**src/rtl/cart_mem_arbiter.sv**
```systemverilog
// Single-port arbiter/sequencer for the external cartridge memory.
// Priority: cartridge slot, then refresh, then image loader; one command in flight.
module cart_mem_arbiter #(
  parameter int unsigned REFRESH_CYCLES = 780
) (
  input  logic        clk,
  input  logic        reset_n,
  input  logic        cart_req,
  input  logic        cart_wr,
  input  logic [22:0] cart_addr,
  input  logic [7:0]  cart_wdata,
  output logic [7:0]  cart_rdata,
  output logic        cart_ack,
  input  logic        ld_req,
  input  logic        ld_wr,
  input  logic [22:0] ld_addr,
  input  logic [7:0]  ld_wdata,
  output logic [7:0]  ld_rdata,
  output logic        ld_ack,
  output logic        mem_valid,
  input  logic        mem_ready,
  output logic        mem_wr,
  output logic        mem_ref,
  output logic [22:0] mem_addr,
  output logic [7:0]  mem_wdata,
  input  logic        mem_rvalid,
  input  logic [7:0]  mem_rdata,
  output logic        ref_overrun,
  output logic        cart_overrun
);

  localparam int unsigned CW = $clog2(REFRESH_CYCLES);
  localparam logic [CW-1:0] RELOAD = CW'(REFRESH_CYCLES - 1);

  typedef enum logic [1:0] {IDLE, CMD, WAIT_RD} state_t;
  typedef enum logic [1:0] {SRC_NONE, SRC_CART, SRC_REF, SRC_LD} src_t;

  state_t state_q, state_d;
  src_t   src_q, src_d;

  logic          slot_valid_q;
  logic          slot_wr_q;
  logic [22:0]   slot_addr_q;
  logic [7:0]    slot_wdata_q;
  logic [CW-1:0] ref_cnt_q;
  logic          ref_pending_q;

  logic        grant_cart, grant_ref, grant_ld;
  logic        accept, rd_done;
  logic        cart_avail, ld_avail;
  logic        sel_wr;
  logic [22:0] sel_addr;
  logic [7:0]  sel_wdata;
  logic        slot_free_now, ref_clear, ref_expire;

  // The slot covers the in-flight cart command too; a direct grant also occupies it.
  assign cart_avail    = slot_valid_q | cart_req;
  // ld_req is still high in the ack cycle; only count it again from the next cycle.
  assign ld_avail      = ld_req & ~ld_ack;
  assign accept        = (state_q == CMD) & mem_ready;
  assign slot_free_now = accept & (src_q == SRC_CART);
  assign ref_clear     = accept & (src_q == SRC_REF);
  assign ref_expire    = (ref_cnt_q == '0);
  assign sel_wr        = slot_valid_q ? slot_wr_q    : cart_wr;
  assign sel_addr      = slot_valid_q ? slot_addr_q  : cart_addr;
  assign sel_wdata     = slot_valid_q ? slot_wdata_q : cart_wdata;

  always_comb begin
    state_d    = state_q;
    src_d      = src_q;
    grant_cart = 1'b0;
    grant_ref  = 1'b0;
    grant_ld   = 1'b0;
    rd_done    = 1'b0;
    case (state_q)
      IDLE: begin
        if (cart_avail) begin
          grant_cart = 1'b1;
          src_d      = SRC_CART;
          state_d    = CMD;
        end else if (ref_pending_q) begin
          grant_ref = 1'b1;
          src_d     = SRC_REF;
          state_d   = CMD;
        end else if (ld_avail) begin
          grant_ld = 1'b1;
          src_d    = SRC_LD;
          state_d  = CMD;
        end
      end
      CMD: begin
        if (mem_ready) begin
          state_d = (mem_wr || mem_ref) ? IDLE : WAIT_RD;
        end
      end
      WAIT_RD: begin
        if (mem_rvalid) begin
          rd_done = 1'b1;
          state_d = IDLE;
        end
      end
      default: state_d = IDLE;
    endcase
  end

  always_ff @(posedge clk or negedge reset_n) begin
    if (!reset_n) begin
      state_q <= IDLE;
      src_q   <= SRC_NONE;
    end else begin
      state_q <= state_d;
      src_q   <= src_d;
    end
  end

  always_ff @(posedge clk or negedge reset_n) begin
    if (!reset_n) begin
      slot_valid_q <= 1'b0;
      slot_wr_q    <= 1'b0;
      slot_addr_q  <= '0;
      slot_wdata_q <= '0;
      cart_overrun <= 1'b0;
    end else if (cart_req) begin
      if (slot_valid_q && !slot_free_now) begin
        cart_overrun <= 1'b1;
      end else begin
        slot_valid_q <= 1'b1;
        slot_wr_q    <= cart_wr;
        slot_addr_q  <= cart_addr;
        slot_wdata_q <= cart_wdata;
      end
    end else if (slot_free_now) begin
      slot_valid_q <= 1'b0;
    end
  end

  always_ff @(posedge clk or negedge reset_n) begin
    if (!reset_n) begin
      ref_cnt_q     <= RELOAD;
      ref_pending_q <= 1'b0;
      ref_overrun   <= 1'b0;
    end else begin
      ref_cnt_q <= ref_expire ? RELOAD : ref_cnt_q - 1'b1;
      if (ref_expire) begin
        if (ref_pending_q && !ref_clear) ref_overrun <= 1'b1;
        ref_pending_q <= 1'b1;
      end else if (ref_clear) begin
        ref_pending_q <= 1'b0;
      end
    end
  end

  always_ff @(posedge clk or negedge reset_n) begin
    if (!reset_n) begin
      mem_valid <= 1'b0;
      mem_wr    <= 1'b0;
      mem_ref   <= 1'b0;
      mem_addr  <= '0;
      mem_wdata <= '0;
    end else if (grant_cart) begin
      mem_valid <= 1'b1;
      mem_wr    <= sel_wr;
      mem_ref   <= 1'b0;
      mem_addr  <= sel_addr;
      mem_wdata <= sel_wdata;
    end else if (grant_ref) begin
      mem_valid <= 1'b1;
      mem_wr    <= 1'b0;
      mem_ref   <= 1'b1;
      mem_addr  <= '0;
      mem_wdata <= '0;
    end else if (grant_ld) begin
      mem_valid <= 1'b1;
      mem_wr    <= ld_wr;
      mem_ref   <= 1'b0;
      mem_addr  <= ld_addr;
      mem_wdata <= ld_wdata;
    end else if (accept) begin
      mem_valid <= 1'b0;
    end
  end

  always_ff @(posedge clk or negedge reset_n) begin
    if (!reset_n) begin
      cart_ack   <= 1'b0;
      ld_ack     <= 1'b0;
      cart_rdata <= '0;
      ld_rdata   <= '0;
    end else begin
      cart_ack <= (src_q == SRC_CART) && ((accept && mem_wr) || rd_done);
      ld_ack   <= (src_q == SRC_LD) && ((accept && mem_wr) || rd_done);
      if (rd_done && src_q == SRC_CART) cart_rdata <= mem_rdata;
      if (rd_done && src_q == SRC_LD)   ld_rdata   <= mem_rdata;
    end
  end

endmodule

```
**config.mk**
```make
export PLATFORM = sky130hd
export DESIGN_NAME = cart_mem_arbiter
export DESIGN_NICKNAME = d
export VERILOG_FILES = /design/src/rtl/cart_mem_arbiter.sv
export SDC_FILE = /design/constraint.sdc
export NUM_CORES = 1
export LEC_CHECK = 0
export ABC_AREA = 1
export BUFFER_PORTS_ARGS = -buffer_cell sky130_fd_sc_hd__buf_2
export CAP_MARGIN = 10
export CORE_MARGIN = 8
export CORE_UTILIZATION = 53
export DETAILED_ROUTE_END_ITERATION = 7
export GPL_ROUTABILITY_DRIVEN = 0
export PLACE_DENSITY = 0.8
export SLEW_MARGIN = 20
export SYNTH_ARGS = -nofsm -noshare
export SYNTH_HDL_FRONTEND = slang
export SYNTH_SLANG_ARGS = --single-unit
```
**constraint.sdc**
```tcl
create_clock -name clk -period 1.75 [get_ports clk]
set_clock_uncertainty 0.2 [all_clocks]
set_input_delay 0.175 -clock clk [delete_from_list [all_inputs] [get_ports clk]]
set_output_delay 0.175 -clock clk [all_outputs]
set_load 0.01 [all_outputs]
```
== After elaboration in Yosys (flattened, before gate mapping) ==
Cells that the tools add are included.

* $add $sub $neg: 1
* Bitwise gates (word level): 7
* Reductions and logical operators: 24
* Multiplexer cells: 46
* Equal/unequal tests: 9

{| class="wikitable"
|+ Operators by type and width
! operator !! number
|-
| 23-bit 2-to-1 mux || 4
|-
| 8-bit 2-to-1 mux || 4
|-
| 1-bit 2-to-1 mux || 27
|-
| 2-bit 2-to-1 mux || 9
|-
| 10-bit zero test || 1
|-
| 10-bit 2-to-1 mux || 1
|-
| 2-bit AND reduction || 5
|-
| 10-bit by 1-bit subtractor with 10-bit output, second input constant || 1
|-
| 1-bit logical AND || 7
|-
| 2-bit equality test, second input constant || 3
|-
| 2-bit inequality test, second input constant || 3
|-
| 2-bit case mux with 3 select lines || 1
|-
| 3-bit nonzero test || 2
|-
| 1-bit bitwise AND || 4
|-
| 2-bit by 1-bit equality test with 1-bit output, second input constant || 2
|-
| 4-bit inequality test, second input constant || 1
|-
| 2-bit nonzero test || 2
|-
| 4-bit nonzero test || 1
|-
| 3-bit AND reduction || 1
|-
| 1-bit zero test || 2
|-
| 2-bit zero test || 1
|-
| 1-bit logical OR || 2
|-
| 1-bit NOT || 2
|-
| 1-bit OR || 1
|}

* Logic and storage cells: 106
* Bits of input ports: 78
* Bits in registers: 102
* Output and inout bits: 54

== Logic depth before layout (Yosys ltp) ==
Gate-level depths: netlist of run 1.

* Depth after elaboration: 9
* Gate-level depth with buffers: 10
* Depth with buffers taken out: 8

== Worst setup path after synthesis of run 1 ==
Ideal clock, no wire load.

* Kind: reg2reg
* From: reg ref_cnt_q[0]
* To: reg ref_cnt_q[5]
* Clock period less this slack: 1.582 ns
* Setup slack: 0.168 ns
* Path buffers: 0
* Required time: 1.479 ns
* Cell stages (with the launch flop): 8
* Arrival time: 1.311 ns
* Library setup time: 0.071 ns
* Cells stage by stage: dfstp_2 > inv_1 > ha_1 > nand2_1 > nor2_1 > nand2_1 > inv_1 > nor2_1

* Word-level cells in the longest chain between the ends: 2
* Elaborated cells between the ends (all ways): 3
* Classes of those cells: add/sub (1); mux (1); reduce/logical (1)

{| class="wikitable"
|+ RTL lines
! what !! line !! source
|-
| start: declaration || 45 || <nowiki>logic [CW-1:0] ref_cnt_q;</nowiki>
|-
| start signal: assignment || 143 || <nowiki>ref_cnt_q <= ref_expire ? RELOAD : ref_cnt_q - 1'b1;</nowiki>
|-
| 10-bit by 1-bit subtractor with 10-bit output / 10-bit zero test (equally long branches) || 143, 63 ||
|-
| 10-bit 2-to-1 mux (*) || 143 ||
|}

Mark *: on every way between the ends. The rest lies on a longest branch, timed or not.
A chain may end at the register's enable or synchronous reset.

== Worst setup path after layout of run 1 ==
* From: in cart_req
* To: reg mem_wdata[7]

* Word-level cells in the longest chain between the ends: 5
* Elaborated cells between the ends (all ways): 10
* Classes of those cells: mux (8); bitwise (1); reduce/logical (1)

{| class="wikitable"
|+ RTL lines
! what !! line !! source
|-
| start: declaration || 8 || <nowiki>input logic cart_req,</nowiki>
|-
| 1-bit OR (*) || 57 || <nowiki>assign cart_avail = slot_valid_q | cart_req;</nowiki>
|-
| 1-bit 2-to-1 mux || 77 || <nowiki>if (cart_avail) begin</nowiki>
|-
| 1-bit 2-to-1 mux || 75 || <nowiki>case (state_q)</nowiki>
|-
| 8-bit 2-to-1 mux || 166 || <nowiki>end else if (grant_ref) begin</nowiki>
|-
| 8-bit 2-to-1 mux || 160 || <nowiki>end else if (grant_cart) begin</nowiki>
|-
| end signal: assignment || 165 || <nowiki>mem_wdata <= sel_wdata;</nowiki>
|-
| end signal: assignment || 177 || <nowiki>mem_wdata <= ld_wdata;</nowiki>
|-
| end: declaration || 25 || <nowiki>output logic [7:0] mem_wdata,</nowiki>
|}

Marked as above.

==> impl_results.html, run 1 <==
<table>
<tr><th>Metric</th><th>Value</th></tr>
<tr><th colspan="2">Run status</th></tr>
<tr><td>Result of the run</td><td>complete, no violations</td></tr>
<tr><th colspan="2">Clock network</th></tr>
<tr><td>Sink count of the clock tree</td><td>102</td></tr>
<tr><td>Clock slew at the register clock pins of the worst setup and hold paths</td><td>0.09 ns</td></tr>
<tr><td>Later-pin clock latency in the skew report</td><td>0.36 ns</td></tr>
<tr><td>CTS tree</td><td>yes</td></tr>
<tr><td>Setup fix buffers added after clock tree synthesis</td><td>0</td></tr>
<tr><td>Number of levels the H-tree was split into</td><td>3</td></tr>
<tr><td>Clock buffer count from CTS</td><td>9</td></tr>
<tr><td>Maximum buffer depth of the clock tree</td><td>2</td></tr>
<tr><td>Buffer type at the clock tree root</td><td>sky130_fd_sc_hd__clkbuf_8</td></tr>
<tr><th colspan="2">Synthesis</th></tr>
<tr><td>Unique cell type count in the Yosys netlist</td><td>25</td></tr>
<tr><td>YS warnings</td><td>0</td></tr>
<tr><td>Post-synthesis instance total</td><td>roughly 670</td></tr>
<tr><td>Fraction of the yosys area taken by sequential cells</td><td>0.519</td></tr>
<tr><td>Per-instance average area after synthesis</td><td>7.38 sq um</td></tr>
<tr><td>Mapped Nets</td><td>747</td></tr>
<tr><td>Seq cells post-synth</td><td>between 100 and 150</td></tr>
<tr><td>Fraction of synthesized cell area taken by the top area cell type</td><td>0.493</td></tr>
<tr><td>Most area-consuming cells after synthesis</td><td>sky130_fd_sc_hd__dfrtp_1 (49%), sky130_fd_sc_hd__nand2_1 (29%), sky130_fd_sc_hd__nand3_1 (7.0%)</td></tr>
<tr><td>Cell taking the most area after synthesis</td><td>sky130_fd_sc_hd__dfrtp_1</td></tr>
<tr><td>Netlist area before placement</td><td>4930 sq um</td></tr>
<tr><th colspan="2">STA</th></tr>
<tr><td>Worst-margin pin slew</td><td>0.389 ns</td></tr>
<tr><td>Number of hold-slack violations in the final timing report</td><td>0</td></tr>
<tr><td>Fmax</td><td>~0.59 GHz</td></tr>
<tr><td>Clock period minus final worst setup slack</td><td>1.70 ns</td></tr>
<tr><td>Post-Route Setup TNS</td><td>0 ns</td></tr>
<tr><td>Final worst-path cycle share</td><td>0.969</td></tr>
<tr><td>Count of pins over their slew limit</td><td>0</td></tr>
<tr><td>Final Worst Setup Slack</td><td>0.0549 ns</td></tr>
<tr><td>Remaining max-slew budget at the tightest pin</td><td>0.740</td></tr>
<tr><td>Final count of negative-setup-slack endpoints</td><td>0</td></tr>
<tr><td>Unrepaired setup endpoints after global routing</td><td>true</td></tr>
<tr><td>Final Hold Slack</td><td>~0.076 ns</td></tr>
<tr><th colspan="2">Flow run</th></tr>
<tr><td>Max Cap Viol</td><td>0</td></tr>
<tr><th colspan="2">Layout</th></tr>
<tr><td>Final Instance Area</td><td>6810 sq um</td></tr>
<tr><td>Most used cells in the layout excluding fill and tap cells</td><td>sky130_fd_sc_hd__nand2_1 (377), sky130_fd_sc_hd__buf_2 (130), sky130_fd_sc_hd__dfrtp_1 (97)</td></tr>
<tr><td>Area growth, synth to finish</td><td>38.2%</td></tr>
<tr><td>Fraction of final layout cells sized beyond drive strength 1</td><td>0.216</td></tr>
<tr><td>Number of nets in the final layout</td><td>958</td></tr>
<tr><td>Most common cell after layout, fill and taps aside</td><td>sky130_fd_sc_hd__nand2_1</td></tr>
<tr><th colspan="2">Global route</th></tr>
<tr><td>Largest net degree at the start of global routing</td><td>43</td></tr>
<tr><td>Global-route total usage across every layer</td><td>0.254</td></tr>
<tr><td>Total congestion overflow after global routing</td><td>0</td></tr>
<tr><td>Antenna violations before repair</td><td>2</td></tr>
<tr><td>Number of global-route vias before repair</td><td>between 5000 and 6000</td></tr>
<tr><td>First-pass GRT wire length</td><td>26000 um</td></tr>
<tr><th colspan="2">Detailed routing</th></tr>
<tr><td>Via/cell ratio</td><td>5.32</td></tr>
<tr><td>DR iter-0 viols</td><td>509</td></tr>
<tr><td>DR pass1 iterations</td><td>5</td></tr>
<tr><td>Via count of the routed design</td><td>between 5000 and 6000</td></tr>
<tr><td>Number of routed nets with antenna violations</td><td>0</td></tr>
<tr><td>Detailed-routing wirelength on met1</td><td>6250 um</td></tr>
<tr><td>Total wirelength of the detailed-routed design</td><td>15700 um</td></tr>
<tr><td>Routed wire per std cell</td><td>15.7 um</td></tr>
<tr><td>Met3 wire len</td><td>about 1200 um</td></tr>
<tr><td>Drc violations</td><td>0</td></tr>
<tr><td>Detailed route wirelength on metal2</td><td>7610 um</td></tr>
<tr><td>Highest routed layer</td><td>met4</td></tr>
<tr><th colspan="2">Critical path</th></tr>
<tr><td>Longest individual stage delay on the worst path</td><td>0.54 ns</td></tr>
<tr><td>Top fanout value on the critical path</td><td>12</td></tr>
<tr><td>Endpoint type of the worst setup path</td><td>flip-flop</td></tr>
<tr><td>Launching element type of the critical path</td><td>input port</td></tr>
<tr><td>Worst path most repeated cell</td><td>sky130_fd_sc_hd__nand2_1</td></tr>
<tr><td>Standard cell with the maximum stage delay on the critical path</td><td>sky130_fd_sc_hd__dlygate4sd3_1</td></tr>
<tr><td>Ordered cell list for the critical path</td><td>dlygate4sd3_1 &gt; buf_2 &gt; inv_1 &gt; nand2_1 &gt; nand2_2 &gt; inv_4 &gt; buf_4 &gt; nand2_1 &gt; nand2_1 &gt; nand2_1 &gt; nand2_1</td></tr>
<tr><td>CP Data Arrival Time</td><td>approximately 1.7 ns</td></tr>
<tr><td>Critical Setup Path Class</td><td>input port to flip-flop</td></tr>
<tr><td>Worst EP required</td><td>1.79 ns</td></tr>
<tr><th colspan="2">Floorplan</th></tr>
<tr><td># IOs</td><td>132</td></tr>
<tr><td>Floorplan die width</td><td>about 110 um</td></tr>
<tr><td>Die Outline Area</td><td>between 10000 and 15000 sq um</td></tr>
<tr><td># rows</td><td>35</td></tr>
<tr><td>Die height</td><td>112 um</td></tr>
<tr><td>Initial core utilization</td><td>0.538</td></tr>
<tr><td>Core area</td><td>9150 sq um</td></tr>
<tr><th colspan="2">Power and ir drop</th></tr>
<tr><td>Worst IR drop on VDD</td><td>749 uV</td></tr>
<tr><td>Leakage power total</td><td>3.85 nW</td></tr>
<tr><td>Ratio of total power to cell area</td><td>1500 nW/um^2</td></tr>
<tr><th colspan="2">Placement</th></tr>
<tr><td>Final HPWL DP</td><td>10100 um</td></tr>
<tr><td>Port bufs</td><td>131</td></tr>
<tr><td>Placed inst area</td><td>5790 sq um</td></tr>
<tr><td>Worst setup slack after placement</td><td>0.0928 ns</td></tr>
<tr><th colspan="2">Worst hold path</th></tr>
<tr><td>Type of the most critical hold path</td><td>input port to async pin</td></tr>
</table>
[cell type report]
class	instances	area, sq um
Antenna cell	2	5.00
Clock buffer	10	128
Clock inverter	6	92.6
Fill cell	643	2340
Inverter	19	76.3
Multi-Input combinational cell	513	2150
Sequential cell	102	2560
Tap cell	111	139
Timing Repair Buffer	234	1660
[power by group]
group          total, W  internal [W]  switching [W]
logic           0.00483       0.00176        0.00308
registers       0.00374       0.00323       0.000509
clock network   0.00163      0.000817       0.000814
[cells by family (layout without fill, tap and decap cells)]
kind of cell / Yosys count / after routing / synth area share
other: 0 / 2 / 0
AO/OA/AOI/OAI: 28 / 28 / 0.0338
buffers and inverters: 53 / 269 / 0.0470
flip-flops: 102 / 102 / 0.519
adder cells (fa/ha/maj): 1 / 1 / 0.00254
XOR/XNOR: 4 / 4 / 0.00711
AND/OR/NAND/NOR: 480 / 480 / 0.390
[through the flow]
step	utilization	power (W)	std cells
final	0.744	0.0102	997
after detailed placement	0.633	0.00824	903
after CTS	0.740	0.0100	995
after floorplan	-	0.00668	668
after global placement	0.633	0.00809	903
after global routing	0.744	0.0110	997
[registers in the layout (all words and copies together) (netlist names), 2 cells and up]
signal and cells:
cart_rdata 8, ld_rdata 8, mem_addr 23, mem_wdata 8, ref_cnt_q 10, slot_addr_q 23
slot_wdata_q 8, src_q 2, state_q 2
[critical path: cells and delay by family]
family	cells	cell delay (ns)
buf+inv	5	1.08
simple gates	6	0.50
[timing repair]
| action | in CTS | in global routing |
|---|---|---|
| setup endpoints to repair | 0 | 37 |
| hold endpoints to repair | 181 | 0 |
| resized for setup | 0 | 10 |
| hold buffers | 76 | 0 |
[final timing paths]
| kind | startpoint | end | slack [ns] | cells past startpoint |
|---|---|---|---|---|
| max in group asynchronous | reset_n | ref_cnt_q[1] | 0.67 | 3 |
| min reg2reg | ref_cnt_q[0] | ref_cnt_q[0] | 0.28 | 1 |
| min in group clk | ld_req | mem_valid | 0.25 | 6 |
| max | cart_req | mem_wdata[7] | 0.05 | 11 |
| min | reset_n | ref_cnt_q[2] | 0.08 | 2 |
| max reg2reg | state_q[0] | mem_wdata[7] | 0.13 | 8 |
[synth_stat cells]
master,count
sky130_fd_sc_hd__buf_2,17
sky130_fd_sc_hd__a21boi_0,1
sky130_fd_sc_hd__nor3_1,1
sky130_fd_sc_hd__ha_1,1
sky130_fd_sc_hd__dfstp_2,5
sky130_fd_sc_hd__xnor2_1,2
sky130_fd_sc_hd__nor2_2,1
sky130_fd_sc_hd__nor2_1,21
sky130_fd_sc_hd__a21oi_1,2
sky130_fd_sc_hd__nand3b_1,1
sky130_fd_sc_hd__xor2_1,2
sky130_fd_sc_hd__buf_4,3
sky130_fd_sc_hd__or2_1,1
sky130_fd_sc_hd__o21bai_4,1
sky130_fd_sc_hd__inv_2,5
sky130_fd_sc_hd__inv_1,14
sky130_fd_sc_hd__dfrtp_1,97
sky130_fd_sc_hd__clkbuf_1,14
sky130_fd_sc_hd__nand2_1,379
sky130_fd_sc_hd__nand3_2,2
sky130_fd_sc_hd__o21bai_1,4
sky130_fd_sc_hd__o21ai_0,20
sky130_fd_sc_hd__nand4_1,3
sky130_fd_sc_hd__nand3_1,69
sky130_fd_sc_hd__nand2_2,2
[layer usage]
| metal | GRT usage | vias up |
|---|---|---|
| li1 | - | 2505 |
| met1 | 0.302 | 2452 |
| met2 | 0.422 | 287 |
| met3 | 0.0612 | 59 |
| met4 | 0.125 | 0 |
| met5 | 0 | - |
Power figures use the tool's default switching activity.
==> run 2, diff against run 1 <==
- CORE_UTILIZATION: 53 -> 45
- MAX_ROUTING_LAYER: not set -> met4
- PLACE_DENSITY: 0.8 -> 0.7
- SETUP_SLACK_MARGIN: not set -> 0.02
==> run 2 against run 1 <==
Routed wire length fell by 3.9%. Die area is 15% higher. Power decreased by 0.57%. Sequential power barely moved. Global-route usage decreased by 3.7 points. Worst hold slack gained 0.12 ns. Critical path type unchanged. Critical endpoint unchanged. Largest cell class unchanged. Largest power group unchanged.
==> impl_results.html, run 2 (synthesized netlist as in run 1, its figures left out) <==
<table>
<tr><th>Metric</th><th>Value</th></tr>
<tr><th colspan="2">Floorplan</th></tr>
<tr><td>Core area</td><td>10700 sq um (was 9150 sq um)</td></tr>
<tr><td># rows</td><td>38 (was 35)</td></tr>
<tr><td>Initial core utilization</td><td>0.459 (was 0.538)</td></tr>
<tr><td># IOs</td><td>132 (unchanged)</td></tr>
<tr><td>Die height</td><td>121 um (was 112 um)</td></tr>
<tr><td>Floorplan die width</td><td>121 um (was 112 um)</td></tr>
<tr><td>Die Outline Area</td><td>14600 sq um (was 12600 sq um)</td></tr>
<tr><th colspan="2">Global route</th></tr>
<tr><td>Total congestion overflow after global routing</td><td>0 (unchanged)</td></tr>
<tr><td>Global-route total usage across every layer</td><td>0.217 (was 0.254)</td></tr>
<tr><td>Largest net degree at the start of global routing</td><td>103 (was 43)</td></tr>
<tr><td>Number of global-route vias before repair</td><td>5169 (was 5279)</td></tr>
<tr><td>Antenna violations before repair</td><td>0 (was 2)</td></tr>
<tr><td>First-pass GRT wire length</td><td>25100 um (was 26000 um)</td></tr>
<tr><th colspan="2">Layout</th></tr>
<tr><td>Count of fill cells added during filler insertion</td><td>940 (was 643)</td></tr>
<tr><td>Most used cells in the layout excluding fill and tap cells</td><td>sky130_fd_sc_hd__nand2_1 (377), sky130_fd_sc_hd__buf_2 (129), sky130_fd_sc_hd__dfrtp_1 (96) (was sky130_fd_sc_hd__nand2_1 (377), sky130_fd_sc_hd__buf_2 (130), sky130_fd_sc_hd__dfrtp_1 (97))</td></tr>
<tr><td>Most common cell after layout, fill and taps aside</td><td>sky130_fd_sc_hd__nand2_1 (unchanged)</td></tr>
<tr><td>Multi-input gate area</td><td>2150 sq um (about the same)</td></tr>
<tr><td>Largest registers</td><td>mem_addr: 23 flops, slot_addr_q: 23 flops, ref_cnt_q: 10 flops (unchanged)</td></tr>
<tr><td>Fraction of final layout cells sized beyond drive strength 1</td><td>0.214 (was 0.216)</td></tr>
<tr><td>Number of nets in the final layout</td><td>954 (was 958)</td></tr>
<tr><td>Area used by sequential logic in the layout</td><td>2560 sq um (about the same)</td></tr>
<tr><td>Final antenna diode count</td><td>0 (was 2)</td></tr>
<tr><td>Final standard cell count with taps included and fillers excluded</td><td>1019 (was 997)</td></tr>
<tr><td>Area growth, synth to finish</td><td>38.5% (was 38.2%)</td></tr>
<tr><th colspan="2">Critical path</th></tr>
<tr><td>Launching element type of the critical path</td><td>input port (unchanged)</td></tr>
<tr><td>Worst reg2reg setup slack</td><td>0.13 ns (about the same)</td></tr>
<tr><td>CP top delay family</td><td>buffers and inverters (unchanged)</td></tr>
<tr><td>Critical Setup Path Class</td><td>input port to flip-flop (unchanged)</td></tr>
<tr><td>Ordered cell list for the critical path</td><td>dlygate4sd3_1 &gt; clkbuf_4 &gt; inv_1 &gt; nand2_1 &gt; nand2_2 &gt; inv_2 &gt; buf_4 &gt; nand2_1 &gt; nand2_1 &gt; nand2_1 &gt; nand2_1 (was dlygate4sd3_1 &gt; buf_2 &gt; inv_1 &gt; nand2_1 &gt; nand2_2 &gt; inv_4 &gt; buf_4 &gt; nand2_1 &gt; nand2_1 &gt; nand2_1 &gt; nand2_1)</td></tr>
<tr><td>Longest individual stage delay on the worst path</td><td>0.54 ns (about the same)</td></tr>
<tr><td>Number of buffers and inverters on the critical path</td><td>5 (unchanged)</td></tr>
<tr><td>Worst EP required</td><td>1.80 ns (was 1.79 ns)</td></tr>
<tr><td>Standard cell with the maximum stage delay on the critical path</td><td>sky130_fd_sc_hd__dlygate4sd3_1 (unchanged)</td></tr>
<tr><td>Top fanout value on the critical path</td><td>11 (was 12)</td></tr>
<tr><td>CP Data Arrival Time</td><td>1.73 ns (was 1.74 ns)</td></tr>
<tr><td>Reg2reg start</td><td>state_q[1] (was state_q[0])</td></tr>
<tr><td>Depth of the worst register-to-register path</td><td>7 (was 8)</td></tr>
<tr><td>Endpoint type of the worst setup path</td><td>flip-flop (unchanged)</td></tr>
<tr><td>Worst path most repeated cell</td><td>sky130_fd_sc_hd__nand2_1 (unchanged)</td></tr>
<tr><td>Destination of the worst register-to-register timing path</td><td>slot_wdata_q[3] (was mem_wdata[7])</td></tr>
<tr><th colspan="2">STA</th></tr>
<tr><td>Final worst-path cycle share</td><td>0.957 (was 0.969)</td></tr>
<tr><td>Worst-margin pin slew</td><td>0.546 ns (was 0.389 ns)</td></tr>
<tr><td>Final count of negative-setup-slack endpoints</td><td>0 (unchanged)</td></tr>
<tr><td>Clock period minus final worst setup slack</td><td>1.67 ns (was 1.70 ns)</td></tr>
<tr><td>Unrepaired setup endpoints after global routing</td><td>true (unchanged)</td></tr>
<tr><td>Fmax</td><td>0.597 GHz (was 0.590 GHz)</td></tr>
<tr><td>Number of hold-slack violations in the final timing report</td><td>0 (unchanged)</td></tr>
<tr><td>Remaining max-slew budget at the tightest pin</td><td>0.636 (was 0.740)</td></tr>
<tr><td>Count of pins over their slew limit</td><td>0 (unchanged)</td></tr>
<tr><td>Final Worst Setup Slack</td><td>0.0760 ns (was 0.0549 ns)</td></tr>
<tr><td>Post-Route Setup TNS</td><td>0 ns (unchanged)</td></tr>
<tr><th colspan="2">Clock network</th></tr>
<tr><td>Setup fix buffers added after clock tree synthesis</td><td>0 (unchanged)</td></tr>
<tr><td>Buffer type at the clock tree root</td><td>sky130_fd_sc_hd__clkbuf_8 (unchanged)</td></tr>
<tr><td>Number of levels the H-tree was split into</td><td>3 (unchanged)</td></tr>
<tr><td>Clock buffer count from CTS</td><td>9 (unchanged)</td></tr>
<tr><td>Later-pin clock latency in the skew report</td><td>0.37 ns (was 0.36 ns)</td></tr>
<tr><td>Sink count of the clock tree</td><td>102 (unchanged)</td></tr>
<tr><td>CTS tree</td><td>yes (unchanged)</td></tr>
<tr><td>Clock slew at the register clock pins of the worst setup and hold paths</td><td>0.10 ns (was 0.09 ns)</td></tr>
<tr><td>Maximum buffer depth of the clock tree</td><td>2 (unchanged)</td></tr>
<tr><th colspan="2">Detailed routing</th></tr>
<tr><td>Number of routed nets with antenna violations</td><td>0 (unchanged)</td></tr>
<tr><td>DR pass1 iterations</td><td>5 (unchanged)</td></tr>
<tr><td>Via count of the routed design</td><td>5077 (was 5303)</td></tr>
<tr><td>Total wirelength of the detailed-routed design</td><td>15100 um (was 15700 um)</td></tr>
<tr><td>Drc violations</td><td>0 (unchanged)</td></tr>
<tr><td>Routed wire per std cell</td><td>14.8 um (was 15.7 um)</td></tr>
<tr><td>DR iter-0 viols</td><td>475 (was 509)</td></tr>
<tr><td>Via/cell ratio</td><td>4.98 (was 5.32)</td></tr>
<tr><th colspan="2">Run status</th></tr>
<tr><td>Result of the run</td><td>complete, no violations (unchanged)</td></tr>
<tr><th colspan="2">Placement</th></tr>
<tr><td>Port bufs</td><td>131 (unchanged)</td></tr>
<tr><td>Worst setup slack after placement</td><td>0.0469 ns (was 0.0928 ns)</td></tr>
<tr><td>Placed Cells incl. Taps</td><td>928 (was 903)</td></tr>
<tr><td>Final HPWL DP</td><td>9560 um (was 10100 um)</td></tr>
<tr><th colspan="2">Power and ir drop</th></tr>
<tr><td>Worst IR drop on VDD</td><td>683 uV (was 749 uV)</td></tr>
<tr><td>Ratio of total power to cell area</td><td>1490 nW/um^2 (was 1500 nW/um^2)</td></tr>
<tr><td>Leakage power total</td><td>3.84 nW (was 3.85 nW)</td></tr>
<tr><th colspan="2">Worst hold path</th></tr>
<tr><td>Type of the most critical hold path</td><td>input port to async pin (unchanged)</td></tr>
<tr><th colspan="2">Flow run</th></tr>
<tr><td>Max Cap Viol</td><td>0 (unchanged)</td></tr>
</table>
==> run 2: changes by cell type in the layout (fill, tap and decap cells not counted), sizes merged <==
cell    before  now
buf        158  153
diode        2    0
clkbuf      10   11
inv         21   20
==> run 2: per-layer routing <==
layer  wire [um]  up-vias  global-route usage  share of wire
li1            -     2486                   -              -
met1        6470     2387               0.263           0.43
met2        7490      179               0.357           0.50
met3         809       25              0.0424          0.054
met4         296        0              0.0718          0.020
met5           0        -                   -              0
==> run 2: where the power goes <==
group          switching, W  internal (W)
Sequential         0.000500       0.00324
Combinational       0.00299       0.00179
Clock              0.000830      0.000804
Total               0.00432       0.00583
==> run 2: final cells by class <==
class | instances | share of cell area
clock buffer | 10 | 0.0187
multi-input combinational | 513 | 0.315
tap | 140 | 0.0257
timing repair buffer | 230 | 0.242
clock inverter | 5 | 0.0123
sequential | 102 | 0.375
inverter | 19 | 0.0112
==> run 2: per-stage QoR <==
step                       util  power (W)  area [sq um]  hold WS [ns]
final                     0.635     0.0101          6820         0.194
after global routing      0.635     0.0110          6820         0.241
after CTS                 0.631     0.0101          6790         0.202
after detailed placement  0.541    0.00828          5810        0.0858
after global placement    0.541    0.00817          5810        0.0836
after floorplan               -    0.00668          4930        -0.321
==> run 2: worst max-delay path by stage <==
| stage | startpoint | to | slack [ns] | cells past startpoint |
|---|---|---|---|---|
| floorplan | ref_cnt_q[0] | ref_cnt_q[5] | 0.17 | 7 |
| global placement | state_q[1] | mem_ref | 0.09 | 4 |
| detailed placement | state_q[1] | mem_ref | 0.05 | 4 |
| CTS | state_q[1] | slot_wdata_q[3] | 0.06 | 7 |
| global route | cart_req | mem_addr[16] | -0.02 | 11 |
| finish | cart_req | mem_wdata[7] | 0.08 | 11 |
==> run 2: what timing repair did <==
item | CTS | global route
pin swaps | 0 | 0
resized for setup | 1 | 12
endpoints found under the setup margin | 1 | 69
hold buffers | 76 | 0
endpoints found under the hold margin | 180 | 0
==> run 2: tightest hold or removal path, stage by stage <==
cell	delay, ns
sky130_fd_sc_hd__dlygate4sd3_1	0.52
sky130_fd_sc_hd__buf_4	0.11
sky130_fd_sc_hd__buf_12	0.41
